### config.mk
export PLATFORM = sky130hd
export DESIGN_NAME = cascade_ctrl
export DESIGN_NICKNAME = d
export VERILOG_FILES = /design/src/rtl/cascade_ctrl_pkg.sv /design/src/rtl/cascade_ctrl_tick_gen.sv /design/src/rtl/cascade_ctrl.sv
export SDC_FILE = /design/constraint.sdc
export NUM_CORES = 1
export LEC_CHECK = 0
export BUFFER_PORTS_ARGS = -buffer_cell sky130_fd_sc_hd__buf_2
export CAP_MARGIN = 20
export CORE_UTILIZATION = 28
export CTS_CLUSTER_DIAMETER = 100
export CTS_CLUSTER_SIZE = 14
export DETAILED_ROUTE_END_ITERATION = 12
export GPL_ROUTABILITY_DRIVEN = 0
export GPL_TIMING_DRIVEN = 0
export HOLD_SLACK_MARGIN = 0.15
export SLEW_MARGIN = 20
export SYNTH_ARGS = -nofsm -noshare
export SYNTH_HDL_FRONTEND = slang
export SYNTH_SLANG_ARGS = --single-unit
### constraint.sdc
create_clock -name clk -period 15.6 [get_ports clk]
set_input_delay 3.12 -clock clk [delete_from_list [all_inputs] [get_ports clk]]
set_output_delay 3.12 -clock clk [all_outputs]
set_load 0.05 [all_outputs]
### src/rtl/cascade_ctrl_pkg.sv
// Shared types and constants for the cascaded counter chain controller.
package cascade_ctrl_pkg;

    localparam int unsigned NUM_DIGITS = 4;
    localparam int unsigned NIB_W      = 4;
    localparam int unsigned IDX_W      = $clog2(NUM_DIGITS);
    localparam int unsigned WORD_W     = NUM_DIGITS * NIB_W;

    typedef enum logic [1:0] {
        OP_RUN     = 2'd0,
        OP_STOP    = 2'd1,
        OP_LOAD    = 2'd2,
        OP_SET_DIV = 2'd3
    } op_e;

    typedef enum logic [1:0] {
        ST_IDLE,
        ST_RUN,
        ST_LOAD
    } state_e;

    function automatic logic [NIB_W-1:0] nibble_of(input logic [WORD_W-1:0] word,
                                                   input logic [IDX_W-1:0]  idx);
        return word[idx*NIB_W +: NIB_W];
    endfunction

endpackage

### src/rtl/cascade_ctrl_tick_gen.sv
// Count-enable prescaler: owns the divisor and emits a registered tick once per div counts.
module tick_gen #(
    parameter int unsigned DIV_W     = 16,
    parameter int unsigned DIV_RESET = 1
) (
    input  logic             clk,
    input  logic             reset,
    input  logic             set_div,
    input  logic [DIV_W-1:0] div_in,
    input  logic             clear,
    input  logic             advance,
    input  logic             run_next,
    output logic             tick
);

    localparam logic [DIV_W-1:0] ONE      = DIV_W'(1);
    localparam logic [DIV_W-1:0] DIV_INIT = (DIV_RESET == 0) ? ONE : DIV_W'(DIV_RESET);

    logic [DIV_W-1:0] div_q, div_n, count, count_n;

    always_comb begin
        div_n = div_q;
        if (set_div) begin
            div_n = (div_in == '0) ? ONE : div_in;
        end
        count_n = count;
        if (clear) begin
            count_n = '0;
        end else if (advance) begin
            count_n = (count == div_q - ONE) ? '0 : count + ONE;
        end
    end

    // Tick is decided from next-cycle count/divisor so it lines up with the count it represents.
    always_ff @(posedge clk) begin
        if (reset) begin
            div_q <= DIV_INIT;
            count <= '0;
            tick  <= 1'b0;
        end else begin
            div_q <= div_n;
            count <= count_n;
            tick  <= run_next && (count_n == div_n - ONE);
        end
    end

endmodule

### src/rtl/cascade_ctrl.sv
// Command-driven sequencer for the four-digit cascaded counter chain.
module cascade_ctrl
    import cascade_ctrl_pkg::*;
#(
    parameter int unsigned DIV_W     = 16,
    parameter int unsigned DIV_RESET = 1
) (
    input  logic                  clk,
    input  logic                  reset,
    input  logic                  cmd_valid,
    output logic                  cmd_ready,
    input  logic [1:0]            cmd_op,
    input  logic [WORD_W-1:0]     cmd_data,
    input  logic                  chain_tc,
    output logic                  cnt_enable,
    output logic                  cnt_up_down,
    output logic                  cnt_selector,
    output logic [NUM_DIGITS-1:0] cnt_load,
    output logic [NIB_W-1:0]      cnt_numload,
    output logic                  busy,
    output logic                  done
);

    localparam logic [IDX_W-1:0] LAST_IDX = IDX_W'(NUM_DIGITS - 1);

    state_e            state, state_n, ret_state;
    op_e               op;
    logic [WORD_W-1:0] load_data;
    logic [IDX_W-1:0]  load_idx, idx_n;
    logic              oneshot, ready_q, accept, terminal;
    logic              clear, set_div, done_n;

    assign cmd_ready = ready_q && !reset;

    always_comb begin
        op       = op_e'(cmd_op);
        accept   = cmd_valid && cmd_ready;
        terminal = (state == ST_RUN) && oneshot && cnt_enable && chain_tc;
        idx_n    = load_idx + IDX_W'(1);
        state_n  = state;
        clear    = 1'b0;
        set_div  = 1'b0;
        done_n   = terminal;
        if (state == ST_LOAD) begin
            if (load_idx == LAST_IDX) begin
                state_n = ret_state;
            end
        end else begin
            if (terminal) begin
                state_n = ST_IDLE;
            end
            // Any accepted command except STOP pre-empts a one-shot terminal stop.
            if (accept) begin
                done_n = terminal && (op == OP_STOP);
                unique case (op)
                    OP_RUN: begin
                        state_n = ST_RUN;
                        clear   = 1'b1;
                    end
                    OP_STOP: begin
                        state_n = ST_IDLE;
                        clear   = 1'b1;
                    end
                    OP_LOAD: begin
                        state_n = ST_LOAD;
                    end
                    OP_SET_DIV: begin
                        state_n = state;
                        set_div = 1'b1;
                        clear   = 1'b1;
                    end
                endcase
            end
        end
    end

    tick_gen #(
        .DIV_W     (DIV_W),
        .DIV_RESET (DIV_RESET)
    ) u_tick_gen (
        .clk      (clk),
        .reset    (reset),
        .set_div  (set_div),
        .div_in   (cmd_data[DIV_W-1:0]),
        .clear    (clear),
        .advance  (state == ST_RUN),
        .run_next (state_n == ST_RUN),
        .tick     (cnt_enable)
    );

    always_ff @(posedge clk) begin
        if (reset) begin
            state        <= ST_IDLE;
            ret_state    <= ST_IDLE;
            cnt_up_down  <= 1'b1;
            cnt_selector <= 1'b0;
            oneshot      <= 1'b0;
            load_data    <= '0;
            load_idx     <= '0;
            cnt_load     <= '0;
            cnt_numload  <= '0;
            busy         <= 1'b0;
            done         <= 1'b0;
            ready_q      <= 1'b1;
        end else begin
            state   <= state_n;
            busy    <= (state_n != ST_IDLE);
            ready_q <= (state_n != ST_LOAD);
            done    <= done_n;
            if (accept && op == OP_RUN) begin
                cnt_up_down  <= cmd_data[0];
                cnt_selector <= cmd_data[1];
                oneshot      <= cmd_data[2];
            end
            if (accept && op == OP_LOAD) begin
                load_data   <= cmd_data;
                ret_state   <= state;
                load_idx    <= '0;
                cnt_load    <= NUM_DIGITS'(1);
                cnt_numload <= cmd_data[NIB_W-1:0];
            end else if (state == ST_LOAD) begin
                if (load_idx == LAST_IDX) begin
                    cnt_load    <= '0;
                    cnt_numload <= '0;
                end else begin
                    load_idx    <= idx_n;
                    cnt_load    <= cnt_load << 1;
                    cnt_numload <= nibble_of(load_data, idx_n);
                end
            end
        end
    end

endmodule
* Word-level counts from Yosys, hierarchy flattened *
Cells that the tools add are included.
Widths: inputs -> output; s select.

cells by class
  $add $sub $neg = 4
  eq/ne operators = 10
  shift operators = 1
  mux-type cells = 24
  bitwise gates (word level) = 1
  reductions and logical operators = 17

operator list
  kind                   number
  $mux 16                5
  $eq 16x16->1           2
  $sub 16x1->16 const B  2
  $add 16x1->16 const B  1
  $logic_not 16->1       1
  $mux 4                 4
  $shiftx 16x5->4        1
  $mux 1                 10
  $logic_and 1x1->1      9
  $eq 2x2->1 const B     4
  $mux 2                 4
  $pmux 2 s4             1
  $eq 2x1->1 const B     3
  $reduce_bool 2->1      2
  $reduce_or 3->1        1
  $add 2x1->2 const B    1
  $logic_not 2->1        1
  $ne 2x2->1 const B     1
  $reduce_and 2->1       1
  $reduce_or 2->1        1
  $logic_not 1->1        1
  $not 1->1              1

storage, ports and cells
  bits in registers = 69
  bits of input ports = 22
  output and inout bits = 14
  logic and storage cells = 73

* Longest topological paths before layout *
  depth in word-level cells = 9
  depth in mapped cells = 19
  mapped depth without buffers = 15

* Hierarchy *
A second synthesis with hierarchy kept.

unflattened totals
  cell total of the unflattened synthesis = 544
  area total of the unflattened synthesis = 4441.8 sq um

by module, submodules not included
  module        instances  cells each  area an instance (sq um)  sequential area each (sq um)
  tick_gen      1          371         2897.8                    660.6
  cascade_ctrl  1          173         1544.0                    720.7

* Least setup slack after synthesis *
Ideal clock, no wire load.

  path kind = in2reg
  from = in reset
  to = reg u_tick_gen.tick
  library setup time = 92 ps
  arrival time = 7278 ps
  data required time = 15508 ps
  path slack = 8230 ps
  cell stages on the path = 19
  path buffers = 5
  cells stage by stage = buf_2 nand3b_4 or3_1 buf_2 buf_1 clkbuf_1 mux2i_1 ha_1 or4b_2 clkbuf_1 or3_1 a21oi_1 a21oi_1 xor2_1 nor3_1 nor3_1 a2111oi_4 o2111ai_1 nor4_1

between the ends
  cells in the longest elaborated chain, start to end = 9
  elaborated cells between the ends (all ways) = 15
  classes of those cells = 1 x add/sub; 2 x eq/ne; 8 x mux; 4 x reduce/logical

RTL lines
  element                 line                         source
  start: declaration      cascade_ctrl.sv:9            input logic reset,
  $logic_not 1->1         cascade_ctrl.sv:33           assign cmd_ready = ready_q && !reset;
  $logic_and 1x1->1       cascade_ctrl.sv:33
  $logic_and 1x1->1       cascade_ctrl.sv:37           accept = cmd_valid && cmd_ready;
  $mux 1                  cascade_ctrl.sv:53           if (accept) begin
  $mux 1                  cascade_ctrl.sv:44           if (state == ST_LOAD) begin
  $mux 16                 cascade_ctrl_tick_gen.sv:23  if (set_div) begin
  $sub 16x1->16           cascade_ctrl_tick_gen.sv:43  tick <= run_next && (count_n == div_n - ONE);
  $eq 16x16->1            cascade_ctrl_tick_gen.sv:43
  $logic_and 1x1->1       cascade_ctrl_tick_gen.sv:43
  end signal: assignment  cascade_ctrl_tick_gen.sv:43
  end: declaration        cascade_ctrl_tick_gen.sv:13  output logic tick

Parallel ways exist; a longest one is shown, timed or not.
A chain may end at the register's enable or synchronous reset.

* Worst setup path in the final report *
Ends and elaborated chain as after synthesis.

==> results.txt <==
sequential fraction of design power: 0.392
filler instances: 1644
gr usage total: 0.1673
sum of buffers and inverters on the critical path: 5
DR vias: 3955
IO Port Bufs: 32
clk buf depth: 2
Mapped Cells: 535
RSZ-0062 raised after global routing: false
H-tree depth: 3
Post-Syn Nets: 561
Slew @ Worst Pin: 0.7625 ns
hpwl dp: 9759 um
final net count: 604
reg2reg start: state[1]
largest net degree at the start of global routing: 15
placed insts: 755
setup_tns: 0 ns
Post-CTS Setup Bufs: 0
routed wire length per instance: 16.46 um
status: finished clean
hold crit path type: reg -> reg
Combinational Power Share: 0.116
cells along the critical path: buf_2 -> nand3b_4 -> or3_1 -> buf_2 -> buf_1 -> clkbuf_1 -> mux2i_1 -> ha_1 -> or4b_2 -> clkbuf_1 -> or3_1 -> a21oi_1 -> a21oi_1 -> xor2_1 -> nor3_1 -> nor3_1 -> a2111oi_4 -> o2111ai_1 -> nor4_1
final WL: 12690 um
Netlist Area Pre-Place: 4364 um2
final worst setup slack: 7.663 ns
Post-synth top flop: dfxtp_1
# IOs: 36
Max-slew headroom: 0.4870
Worst EP required: 15.84 ns
HP Start: load_data[12]
fin cells: 771
async set-reset flop share out of synthesis: 0
first-pass GRT wire length: 20750 um
crit end category: register
Clock Sinks: 69
Post-DRT Antenna Nets: 0
Crit path max-delay family: simple AND/OR/NAND/NOR gates
Yosys Warn Count: 0
Die ar.: 16090 um2
max frequency: 126.0 MHz
Layout area overhead: 16.63%
Via density: 5.130
Setup CP Type: in -> reg
crit path from: reset
Pwr per Cell Area: 91.46 nW/um2
antenna fix cells: 0
clock root buffer master: clkbuf_16
Synth Register Bits: 69
die height: 126.8 um
First-pass DRT Iterations: 4
drt first-iter violations: 272
layout cell share with drive strength beyond 1: 0.1407
clk_skew: 0.008543 ns
leading cell type in the layout, fill and taps excluded: nand2_1
NetSw: 0.0001238 W
vias in the first global route: 3819
residual DRC count: 0
P_leak: 1.883 nW
Syn Area/Cell: 8.157 um2
WP data arrival: 8.18 ns
# setup viols final: 0
max cap viols: 0
Final min period: 7.937 ns
TritonCTS Buffers: 9
commonest cells after routing, fill and taps aside: nand2_1, dfxtp_1, nor2_1, buf_2, a21oi_1
CP max stage cell: or4b_2
sequential area share after synthesis: 0.3165
setup slack at placement: 7.343 ns
CP max FO: 10
total grt overflow: 0
std cell rows: 45
VDD IR max: 0.05765 mV
clock share of power: 0.492
Distinct cells, synth: 76
initial antenna violation count: 0
hold_buf cts: 0
die width: 126.8 um
Clock Pin Slew Worst Setup and Hold Paths: 0.06 ns
total power: 0.0004655 W
Largest stage delay, worst path: 0.61 ns
Post-synth EDFFs: 0
Starting Density: 0.2871
fin. max-slew vios: 0
CORE AREA: 15200 um2
internal power: 0.0003417 W
crit path launch type: input port
CTS tree: yes
Post-CTS Resized: 0
Hold Fails Final Rpt: 0
Net Sw Frac: 0.2660
Tcrit/Tclk final: 0.5088
Worst-Skew Late Latency: 0.35 ns
sequential cells by signal, indices dropped and copies added, names as in the netlist:
signal            cells
busy                  1
u_tick_gen.div_q     16
cnt_up_down           1
oneshot               1
ready_q               1
cnt_numload           4
done                  1
cnt_load              4
state                 2
cnt_selector          1
ret_state             2
u_tick_gen.count     16
u_tick_gen.tick       1
load_data            16
load_idx              2
logic make-up after synthesis:
family,Yosys count,synth area share
buffers and inverters,46,0.04730
AND/OR/NAND/NOR,235,0.2853
multiplexers,22,0.06250
AO/OA/AOI/OAI,109,0.1766
adder cells (fa/ha/maj),4,0.01147
XOR/XNOR,50,0.1003
flip-flops,69,0.3165
metal layers:
metal  wire length [um]  vias to the layer above  track usage
li1                   -                     2019            -
met1               5978                     1848       0.2126
met2               6061                       73       0.2805
met3                423                       15      0.03121
met4                228                        0      0.06373
met5                  0                        -            0
cells in the mapped netlist, drive strengths merged, types with 3 or more instances:
library cell,n,share of area
nand4,9,0.013
a31oi,6,0.0086
and3,10,0.016
nand4b,3,0.0060
o31ai,6,0.010
a21oi,34,0.039
and2b,3,0.0057
mux4,4,0.021
or3,11,0.017
buf,8,0.012
nor2,49,0.042
nand3b,7,0.015
mux2i,16,0.037
clkbuf,29,0.027
xor2,22,0.044
nor3b,3,0.0052
nor4bb,3,0.0069
nor3,22,0.025
xnor2,28,0.056
dfxtp,69,0.32
and2,6,0.0086
ha,4,0.011
inv,9,0.0077
nand2,72,0.062
a221oi,4,0.0080
a211oi,11,0.020
o21a,3,0.0052
o21ai,17,0.020
nand3,10,0.011
o2111ai,3,0.0060
a2111oi,5,0.019
nor4,7,0.013
nor2b,4,0.0075
or2,3,0.0043
tightest hold or removal path, delay by kind of cell, from the launching register on:
family | cells | cell delay, ns
compound gates | 1 | 0.05
flops | 1 | 0.31
simple gates | 1 | 0.05
cell type report:
class,instances,area (um2),share of cell area
multi-input combinational,420,2776,0.5455
sequential,69,1381,0.2714
tap,188,235.2,0.04621
clock buffer,9,225.2,0.04425
buffer,37,172.7,0.03392
timing repair buffer,32,160.2,0.03147
clock inverter,7,105.1,0.02065
inverter,9,33.78,0.006637
metrics by stage:
stage / utilization / hold WS (ns) / instance area [um2]
after floorplan: - / 0.4331 / 4364
after global placement: 0.3131 / 0.4441 / 4760
after detailed placement: 0.3131 / 0.4479 / 4760
after CTS: 0.3348 / 0.4566 / 5090
after global routing: 0.3348 / 0.4869 / 5090
final: 0.3348 / 0.4583 / 5090
power groups by stage:
stage          sequential (W)  clock, W  combinational, W
2_1_floorplan        0.000188         0         0.0000348
3_3_place_gp         0.000186         0         0.0000533
3_5_place_dp         0.000186         0         0.0000536
4_1_cts              0.000183  0.000233         0.0000538
5_1_grt              0.000183  0.000242         0.0000591
6_report             0.000183  0.000229         0.0000539
final timing paths:
check / endpoint / cells after the start / slack (ns)
min: load_data[12] / 2 / 0.46
max reg2reg: u_tick_gen.tick / 19 / 9.95
max: u_tick_gen.tick / 19 / 7.66
min reg2reg: load_data[12] / 2 / 0.46
Power figures use the tool's default switching activity.
